--- config.mk ---
export PLATFORM = sky130hd
export DESIGN_NAME = tour_cmd_seq
export DESIGN_NICKNAME = d
export VERILOG_FILES = /design/src/rtl/tour_pkg.sv /design/src/rtl/tour_move_decode.sv /design/src/rtl/tour_cmd_seq.sv
export SDC_FILE = /design/constraint.sdc
export NUM_CORES = 1
export LEC_CHECK = 0
export CAP_MARGIN = 25
export CELL_PAD_IN_SITES_DETAIL_PLACEMENT = 1
export CELL_PAD_IN_SITES_GLOBAL_PLACEMENT = 2
export CORE_MARGIN = 4
export CORE_UTILIZATION = 23
export CTS_CLUSTER_SIZE = 8
export DETAILED_ROUTE_END_ITERATION = 8
export PLACE_DENSITY = 0.9
export SYNTH_ARGS = -nofsm -noshare
export SYNTH_HDL_FRONTEND = slang
export SYNTH_HIERARCHICAL = 1
export SYNTH_SLANG_ARGS = --single-unit
--- constraint.sdc ---
create_clock -name clk -period 1.95 [get_ports clk]
set_clock_uncertainty 0.1 [all_clocks]
set_input_delay 0.2925 -clock clk [delete_from_list [all_inputs] [get_ports clk]]
set_output_delay 0.2925 -clock clk [all_outputs]
set_load 0.05 [all_outputs]
--- src/rtl/tour_pkg.sv ---
// Shared definitions for the knight's-tour command sequencer.
// Holds command opcodes, compass headings, response bytes, the sequencer
// state type and a small command-packing helper.
package tour_pkg;

  // Command opcodes understood by the command processor
  localparam logic [3:0] OP_MOVE     = 4'h2;
  localparam logic [3:0] OP_MOVE_FAN = 4'h3;

  // Compass headings in the command processor's heading units
  localparam logic [7:0] HDG_N = 8'h00;
  localparam logic [7:0] HDG_W = 8'h3F;
  localparam logic [7:0] HDG_S = 8'h7F;
  localparam logic [7:0] HDG_E = 8'hBF;

  // Response bytes returned to the UART wrapper
  localparam logic [7:0] RESP_ACK = 8'hA5;
  localparam logic [7:0] RESP_POS = 8'h5A;

  typedef enum logic [2:0] {
    ST_IDLE   = 3'd0,
    ST_VERT   = 3'd1,
    ST_HOLD_V = 3'd2,
    ST_HORZ   = 3'd3,
    ST_HOLD_H = 3'd4
  } tour_state_t;

  // Assemble a command word: [15:12] opcode, [11:4] heading, [3:0] squares
  function automatic logic [15:0] pack_cmd(input logic [3:0] op,
                                           input logic [7:0] hdg,
                                           input logic [3:0] sq);
    return {op, hdg, sq};
  endfunction

endpackage

--- src/rtl/tour_move_decode.sv ---
// Combinational decoder from a one-hot knight move to two straight-line
// commands: a vertical leg (MOVE) followed by a horizontal leg (MOVE_FANFARE).
// Ports:
//   move     in  8   one-hot knight move (bit0..bit7, see table below)
//   vert_cmd out 16  vertical leg command
//   horz_cmd out 16  horizontal leg command
// A move that is not exactly one-hot decodes to a zero-length move north on
// both legs, so a corrupt solver entry never sends the robot anywhere.
module tour_move_decode
  import tour_pkg::*;
(
  input  logic [7:0]  move,
  output logic [15:0] vert_cmd,
  output logic [15:0] horz_cmd
);

  logic [7:0] vert_hdg_s;
  logic [3:0] vert_sq_s;
  logic [7:0] horz_hdg_s;
  logic [3:0] horz_sq_s;

  // Map each one-hot move to heading and distance of its two legs
  always_comb begin
    vert_hdg_s = HDG_N;
    vert_sq_s  = 4'd0;
    horz_hdg_s = HDG_N;
    horz_sq_s  = 4'd0;
    case (move)
      8'h01: begin vert_hdg_s = HDG_N; vert_sq_s = 4'd2; horz_hdg_s = HDG_E; horz_sq_s = 4'd1; end // (+1,+2)
      8'h02: begin vert_hdg_s = HDG_N; vert_sq_s = 4'd2; horz_hdg_s = HDG_W; horz_sq_s = 4'd1; end // (-1,+2)
      8'h04: begin vert_hdg_s = HDG_N; vert_sq_s = 4'd1; horz_hdg_s = HDG_W; horz_sq_s = 4'd2; end // (-2,+1)
      8'h08: begin vert_hdg_s = HDG_S; vert_sq_s = 4'd1; horz_hdg_s = HDG_W; horz_sq_s = 4'd2; end // (-2,-1)
      8'h10: begin vert_hdg_s = HDG_S; vert_sq_s = 4'd2; horz_hdg_s = HDG_W; horz_sq_s = 4'd1; end // (-1,-2)
      8'h20: begin vert_hdg_s = HDG_S; vert_sq_s = 4'd2; horz_hdg_s = HDG_E; horz_sq_s = 4'd1; end // (+1,-2)
      8'h40: begin vert_hdg_s = HDG_S; vert_sq_s = 4'd1; horz_hdg_s = HDG_E; horz_sq_s = 4'd2; end // (+2,-1)
      8'h80: begin vert_hdg_s = HDG_N; vert_sq_s = 4'd1; horz_hdg_s = HDG_E; horz_sq_s = 4'd2; end // (+2,+1)
      default: begin
        vert_hdg_s = HDG_N;
        vert_sq_s  = 4'd0;
        horz_hdg_s = HDG_N;
        horz_sq_s  = 4'd0;
      end
    endcase
  end

  assign vert_cmd = pack_cmd(OP_MOVE,     vert_hdg_s, vert_sq_s);
  assign horz_cmd = pack_cmd(OP_MOVE_FAN, horz_hdg_s, horz_sq_s);

endmodule

--- src/rtl/tour_cmd_seq.sv ---
// Command sequencer between the tour solver and the robot command processor.
// In IDLE, UART commands pass straight through. After start_tour it walks the
// stored moves by index and issues each move as a vertical then a horizontal
// command using the cmd_rdy / clr_cmd_rdy / send_resp handshake.
// Ports:
//   clk, rst_n          clock, asynchronous active-low reset
//   start_tour          one-cycle pulse: solver has a valid tour
//   move / mv_indx      move read from the solver at the current index
//   cmd_UART, cmd_rdy_UART, clr_cmd_rdy_UART  host command channel
//   cmd, cmd_rdy, clr_cmd_rdy, send_resp      command processor channel
//   resp                response byte toward the UART wrapper
// Only the state and index are registered; all outputs are decoded from them
// so the processor sees the leg command in the same cycle cmd_rdy rises.
module tour_cmd_seq
  import tour_pkg::*;
#(
  parameter int NUM_MOVES = 24
) (
  input  logic        clk,
  input  logic        rst_n,
  input  logic        start_tour,
  input  logic [7:0]  move,
  output logic [4:0]  mv_indx,
  input  logic [15:0] cmd_UART,
  input  logic        cmd_rdy_UART,
  output logic        clr_cmd_rdy_UART,
  output logic [15:0] cmd,
  output logic        cmd_rdy,
  input  logic        clr_cmd_rdy,
  input  logic        send_resp,
  output logic [7:0]  resp
);

  localparam logic [4:0] LAST_IDX = 5'(NUM_MOVES - 1);

  tour_state_t state_q, state_d;
  logic [4:0]  mv_indx_q, mv_indx_d;
  logic [15:0] vert_cmd_s;
  logic [15:0] horz_cmd_s;

  tour_move_decode u_decode (
    .move     (move),
    .vert_cmd (vert_cmd_s),
    .horz_cmd (horz_cmd_s)
  );

  // Next-state and move-index logic; each state reacts only to its own handshake
  always_comb begin
    state_d   = state_q;
    mv_indx_d = mv_indx_q;
    case (state_q)
      ST_IDLE: begin
        // start_tour wins over a pending UART command, which stays pending
        if (start_tour) begin
          state_d   = ST_VERT;
          mv_indx_d = 5'd0;
        end else begin
          state_d = ST_IDLE;
        end
      end
      ST_VERT: begin
        if (clr_cmd_rdy) begin
          state_d = ST_HOLD_V;
        end else begin
          state_d = ST_VERT;
        end
      end
      ST_HOLD_V: begin
        if (send_resp) begin
          state_d = ST_HORZ;
        end else begin
          state_d = ST_HOLD_V;
        end
      end
      ST_HORZ: begin
        if (clr_cmd_rdy) begin
          state_d = ST_HOLD_H;
        end else begin
          state_d = ST_HORZ;
        end
      end
      ST_HOLD_H: begin
        if (send_resp) begin
          if (mv_indx_q == LAST_IDX) begin
            state_d = ST_IDLE;
          end else begin
            state_d   = ST_VERT;
            mv_indx_d = mv_indx_q + 5'd1;
          end
        end else begin
          state_d = ST_HOLD_H;
        end
      end
      default: begin
        state_d   = ST_IDLE;
        mv_indx_d = 5'd0;
      end
    endcase
  end

  // State and move-index registers
  always_ff @(posedge clk or negedge rst_n) begin
    if (!rst_n) begin
      state_q   <= ST_IDLE;
      mv_indx_q <= 5'd0;
    end else begin
      state_q   <= state_d;
      mv_indx_q <= mv_indx_d;
    end
  end

  // Output muxing: host pass-through in IDLE, tour legs otherwise
  always_comb begin
    cmd              = cmd_UART;
    cmd_rdy          = 1'b0;
    clr_cmd_rdy_UART = 1'b0;
    resp             = RESP_POS;
    case (state_q)
      ST_IDLE: begin
        cmd              = cmd_UART;
        cmd_rdy          = cmd_rdy_UART;
        clr_cmd_rdy_UART = clr_cmd_rdy;
        resp             = RESP_ACK;
      end
      ST_VERT: begin
        cmd     = vert_cmd_s;
        cmd_rdy = 1'b1;
      end
      ST_HOLD_V: begin
        cmd     = vert_cmd_s;
        cmd_rdy = 1'b0;
      end
      ST_HORZ: begin
        cmd     = horz_cmd_s;
        cmd_rdy = 1'b1;
      end
      ST_HOLD_H: begin
        cmd     = horz_cmd_s;
        cmd_rdy = 1'b0;
        // The last leg's response tells the host the whole tour is done
        if (mv_indx_q == LAST_IDX) begin
          resp = RESP_ACK;
        end else begin
          resp = RESP_POS;
        end
      end
      default: begin
        cmd              = cmd_UART;
        cmd_rdy          = 1'b0;
        clr_cmd_rdy_UART = 1'b0;
        resp             = RESP_ACK;
      end
    endcase
  end

  assign mv_indx = mv_indx_q;

endmodule

# Word level (Yosys, flattened, before mapping)
# Cells that the tools add are included.
# Widths: inputs -> output; s select.
# totals
register_bits	8
input_bits	30
out_inout_bits	31
wordCells	51
# classes
n_addsub	1
n_eq_ne	16
mux	20
bitwise	1
n_reduce_logical	11
# op_table
operator	n
$pmux 16 s2	1
$pmux 8 s2	2
$reduce_or 4->1	5
$mux 5	3
$pmux 3 s5	1
$pmux 5 s3	1
$eq 8x1->1 const B	1
$eq 8x2->1 const B	1
$eq 8x3->1 const B	1
$eq 8x4->1 const B	1
$eq 8x5->1 const B	1
$eq 8x6->1 const B	1
$eq 8x7->1 const B	1
$eq 8x8->1 const B	1
$mux 8	1
$pmux 2 s2	2
$mux 7	1
$eq 3x2->1 const B	2
$mux 3	2
$ne 2x2->1 const B	3
$reduce_or 2->1	3
$add 5x1->5 const B	1
$eq 5x5->1 const B	1
$mux 1	4
8 further kinds	8

# Longest topological paths before layout
# logic_depth
depth_word	4
ltp_mapped	9
depth_no_buf	7

# By module
# Netlist, hierarchy kept.
# modules_own_cells
module	instances	cells_each	area_each_um2	seq_area_each_um2
tour_cmd_seq	1	180	1386.3	200.2
tour_move_decode	1	61	420.4	0.0

# Worst setup path after synthesis
# Ideal clock, no wire load.
# synth_path
path_type	flip-flop to output port
start	reg state_q[0]
end	out resp[3]
t_arrival_ns	2.350
t_required_ns	1.558
setup_slack_ns	-0.793
stages_incl_launch_ff	6
n_path_buf	3
cell_sequence	dfrtp_1 buf_2 buf_4 nor2_1 o21ai_0 buf_4
# synth_via
elab_chain_len	3
elab_cells_between_ends	6
cone_classes	4 x eq/ne; 1 x mux; 1 x reduce/logical
# synth_lines
item	line	text
start, declared	tour_cmd_seq.sv:36	tour_state_t state_q, state_d;
start signal, assigned	tour_cmd_seq.sv:107	state_q <= state_d;
$eq 3x2->1 or $eq 3x1->1 (tied branches)	tour_cmd_seq.sv:118	case (state_q)
$reduce_or 3->1 (no line)	-	
$pmux 8 s2 *	tour_cmd_seq.sv:118	
end, declared	tour_cmd_seq.sv:31	output logic [7:0] resp
# Mark *: on every way between the ends. The rest lies on a longest branch, timed or not.

# Worst setup path in the final report
# layout_path
start	in move[5]
end	out cmd[4]
# layout_via
elab_chain_len	4
elab_cells_between_ends	14
cone_classes	8 x eq/ne; 3 x mux; 3 x reduce/logical
# layout_lines
item	line	text
start, declared	tour_cmd_seq.sv:22	input logic [7:0] move,
$eq 8x1->1 (tied with other cells)	tour_move_decode.sv:28	case (move)
$reduce_or 4->1 (no line)	-	
$pmux 8 s2 *	tour_move_decode.sv:28	
net horz_cmd_s[4]	tour_cmd_seq.sv:39	logic [15:0] horz_cmd_s;
$pmux 16 s2 *	tour_cmd_seq.sv:118	
end, declared	tour_cmd_seq.sv:27	output logic [15:0] cmd,
# Mark *: on every way through the listed nets, which the timed path passes. The rest lies on a longest branch.

==> key figures <==
Status
  • Status: complete, but fails checks
  • Failing checks: setup timing

Detailed routing
  • DRC Markers: 0
  • Number of detailed-route iterations in the first pass: 4
  • Vias after detailed routing: 1973
  • Number of nets with antenna violations after detailed routing: 0
  • Aggregate routed wire length: 6900 um
  • Top layer in use: met4
  • DR vias/cell: slightly below 5
  • Met1 Wirelength: ~2800 um
  • DRC violation total after the first TritonRoute iteration: 50
  • Amount of wire on met3 after detailed routing: roughly 300 um
  • Routed length on met2: 3770 um
  • Average detailed-routed wire length per instance: 17.2 um

Power
  • Peak supply drop: 937 uV
  • P_leak: 1.24 nW
  • Power per standard cell area: roughly 2000 nW/um^2

STA
  • Final critical-path setup slack: -188 ps
  • Post-Route Hold Slack: approximately 260 ps
  • Max-slew violations: 0
  • Setup repair after global routing missed its margin: true
  • Final critical path time including I/O delays and setup: roughly 2100 ps
  • Share of the clock period used by the worst path: 1.10
  • Final hold violation count: 0
  • Final setup violation count: 15
  • Maximum frequency from static timing analysis: 0.468 GHz

Critical path
  • Peak fanout along the critical path: 6
  • Worst Setup Start Kind: primary input
  • Cell count of the worst reg-to-reg path: 5
  • CP endpoint kind: output port
  • R2r setup slk: about 380 ps
  • Endpoint of the worst-slack reg-to-reg timing path: mv_indx[3]$_DFFE_PN0P_
  • Worst setup path class: primary input to output port
  • Required time at the endpoint of the critical path: about 1600 ps
  • Data arrival time at the worst-slack endpoint: ~1800 ps
  • Worst reg2reg startpoint: state_q[0]$_DFF_PN0_

Finish
  • Count of fill cells added during filler insertion: ~890
  • Commonest non-fill, non-tap cells in the layout: buf_4, buf_6, clkdlybuf4s50_1
  • Commonest non-fill, non-tap cell in the layout: buf_4
  • Number of nets in the final layout: roughly 330
  • Number of antenna cells inserted: 0
  • Final instance area: 3050 sq um
  • Combined flip-flop and latch cell area: approximately 210 sq um
  • Proportion of layout cells with a drive suffix above 1: 0.445
  • Area used by multi-input combinational logic: around 1600 sq um
  • Fin cells: 401
  • Area Overhead vs Synth: 68.8%

Placed design
  • Number of port buffers: 60
  • Detail Placement HPWL: 4480 um
  • Final weighted congestion in routability-driven placement: 0.787
  • Instance count after placement with tap cells included: 384
  • Placed cell areas: roughly 2500 sq um

Clock network
  • Buffers from clock root to sink, at most: 2
  • TritonCTS Buffers: 3
  • Number of H-tree levels: 1
  • TritonCTS clock tree: done
  • Root buf cell: clkbuf_8
  • Insertion delay of the later-clocked pin in the worst-skew pair: between 200 and 250 ps
  • Clock tree sinks: 8
  • Total of hold buffers inserted after clock tree synthesis: 0
  • Register clock-pin slew on the reported worst setup and hold paths: approximately 40 ps

Global route
  • Number of global-route vias before repair: ~2200
  • Wire length of the first global-routing pass: around 11000 um
  • Overflow left after global routing: 0
  • Pin count of the biggest net entering global routing: 17
  • Overall Global Routing Usage: 0.137
  • Initial antenna violation count: 0

Synth
  • Ranking of synthesized cells by area: buf_4, dfrtp_1, mux2i_1, o211a_1, a2bb2oi_1
  • Number of flops mapped to enable cells by yosys: 0
  • Most instantiated flip-flop cell in the synthesis netlist: dfrtp_1
  • Synth warn: 6
  • Dominant combinational cell family by area after synthesis: compound AO/OA/AOI/OAI gates
  • Synthesized instance count: 241
  • Share of the yosys chip area belonging to registers: 0.111
  • Count of unique library cells instantiated by Yosys: between 40 and 50
  • Mean area per synthesized cell: roughly 7.5 sq um
  • Simple-gate area share of the yosys netlist: 0.231
  • Cell area after technology mapping: about 1800 sq um
  • Area share of the leading cell type in the synthesized netlist: 0.145
  • Synth Area in XOR/XNOR: 0.0242
  • Number of register bits inferred by synthesis: 8
  • Proportion of synthesized flip-flops having asynchronous set or reset: 1.00
  • Post-synthesis mux area share: 0.0942
  • Synth Area in Adders: 0.00693
  • Synth area leader: buf_4
  • Post-synthesis compound-gate area fraction: 0.315

Floorplanning
  • Starting density of the core: 0.235
  • Height of the die: 96.6 um
  • Standard-cell row count: 32
  • Placeable core area: roughly 7700 sq um
  • Die outline width: ~97 um
  • Die area: 9340 sq um
  • I/O pin cnt: 61

Run
  • Max-cap violations: 0

Hold path
  • Worst min-delay path class: primary input to asynchronous set/reset pin
-- Yosys cell counts, drive strengths merged, types with 2 or more instances --
| cell | number |
|---|---|
| nand4 | 2 |
| clkbuf | 8 |
| nor2b | 18 |
| conb | 2 |
| dfrtp | 8 |
| o211a | 16 |
| nand3 | 5 |
| nand3b | 2 |
| xnor2 | 2 |
| o211ai | 3 |
| o21a | 2 |
| o21ai | 24 |
| nor3 | 17 |
| a21oi | 3 |
| nor4b | 2 |
| inv | 5 |
| nor2 | 10 |
| xor2 | 3 |
| nand2 | 8 |
| buf | 46 |
| mux2i | 17 |
| a31oi | 5 |
| a2bb2oi | 16 |
-- worst max-delay path, cell delays in order --
cell and delay, ps:
buf_12 110, xor2_1 150, a221o_1 320, and3_4 170, or2_4 290, o211a_4 260, buf_8 150
-- registers in the layout (all words and copies together), names as in the netlist --
name and count:
state_q 3, mv_indx 5
-- metal layers --
metal | vias up | track usage
met3 | 6 | 0.0296
met1 | 965 | 0.162
met2 | 43 | 0.261
li1 | 959 | -
met5 | - | 0
met4 | 0 | 0.0140
-- repair_timing --
action,4_1_cts,5_1_grt
resized for setup,97,45
endpoints found under the setup margin,24,24
pin swaps,19,18
cloned,3,2
buffers inserted,7,3
-- per-stage QoR --
stage	setup WS, ps	TNS [ps]	total power, mW	util
3_5_place_dp	-790	-7110	4.83	0.321
5_1_grt	-229	-3010	6.32	0.397
4_1_cts	-173	-1870	5.65	0.367
2_1_floorplan	-75.5	-448	3.67	-
3_3_place_gp	-714	-6380	4.75	0.321
6_report	-188	-2060	6.03	0.397
-- area by class of cell --
cell class                      instances  share of cell area
Multi-Input combinational cell        186               0.513
Tap cell                              102              0.0419
Sequential cell                         8              0.0689
Clock buffer                            4              0.0148
Inverter                                5             0.00616
Timing Repair Buffer                   96               0.355
-- kinds of logic after synthesis --
family / after synthesis
AOI/OAI and AO/OA: 76
xor gates and xnor gates: 5
adders and majority gates: 1
buffers and inverters: 59
DFF: 8
muxes: 17
other: 2
and+or+nand+nor: 73
-- power breakdown --
group | internal (mW) | switching [mW]
logic | 2.41 | 3.10
clock network | 0.143 | 0.0750
registers | 0.212 | 0.0859
-- worst max-delay path by stage --
stage                 start      to  slack [ps]  cells after the start
detailed placement  move[5]  cmd[6]        -790                      7
finish              move[5]  cmd[4]        -190                      7
CTS                 move[5]  cmd[4]        -170                      7
global placement    move[5]  cmd[4]        -710                      7
floorplan           move[5]  cmd[5]         -80                      7
global route        move[5]  cmd[4]        -230                      7
Power figures use the tool's default switching activity.
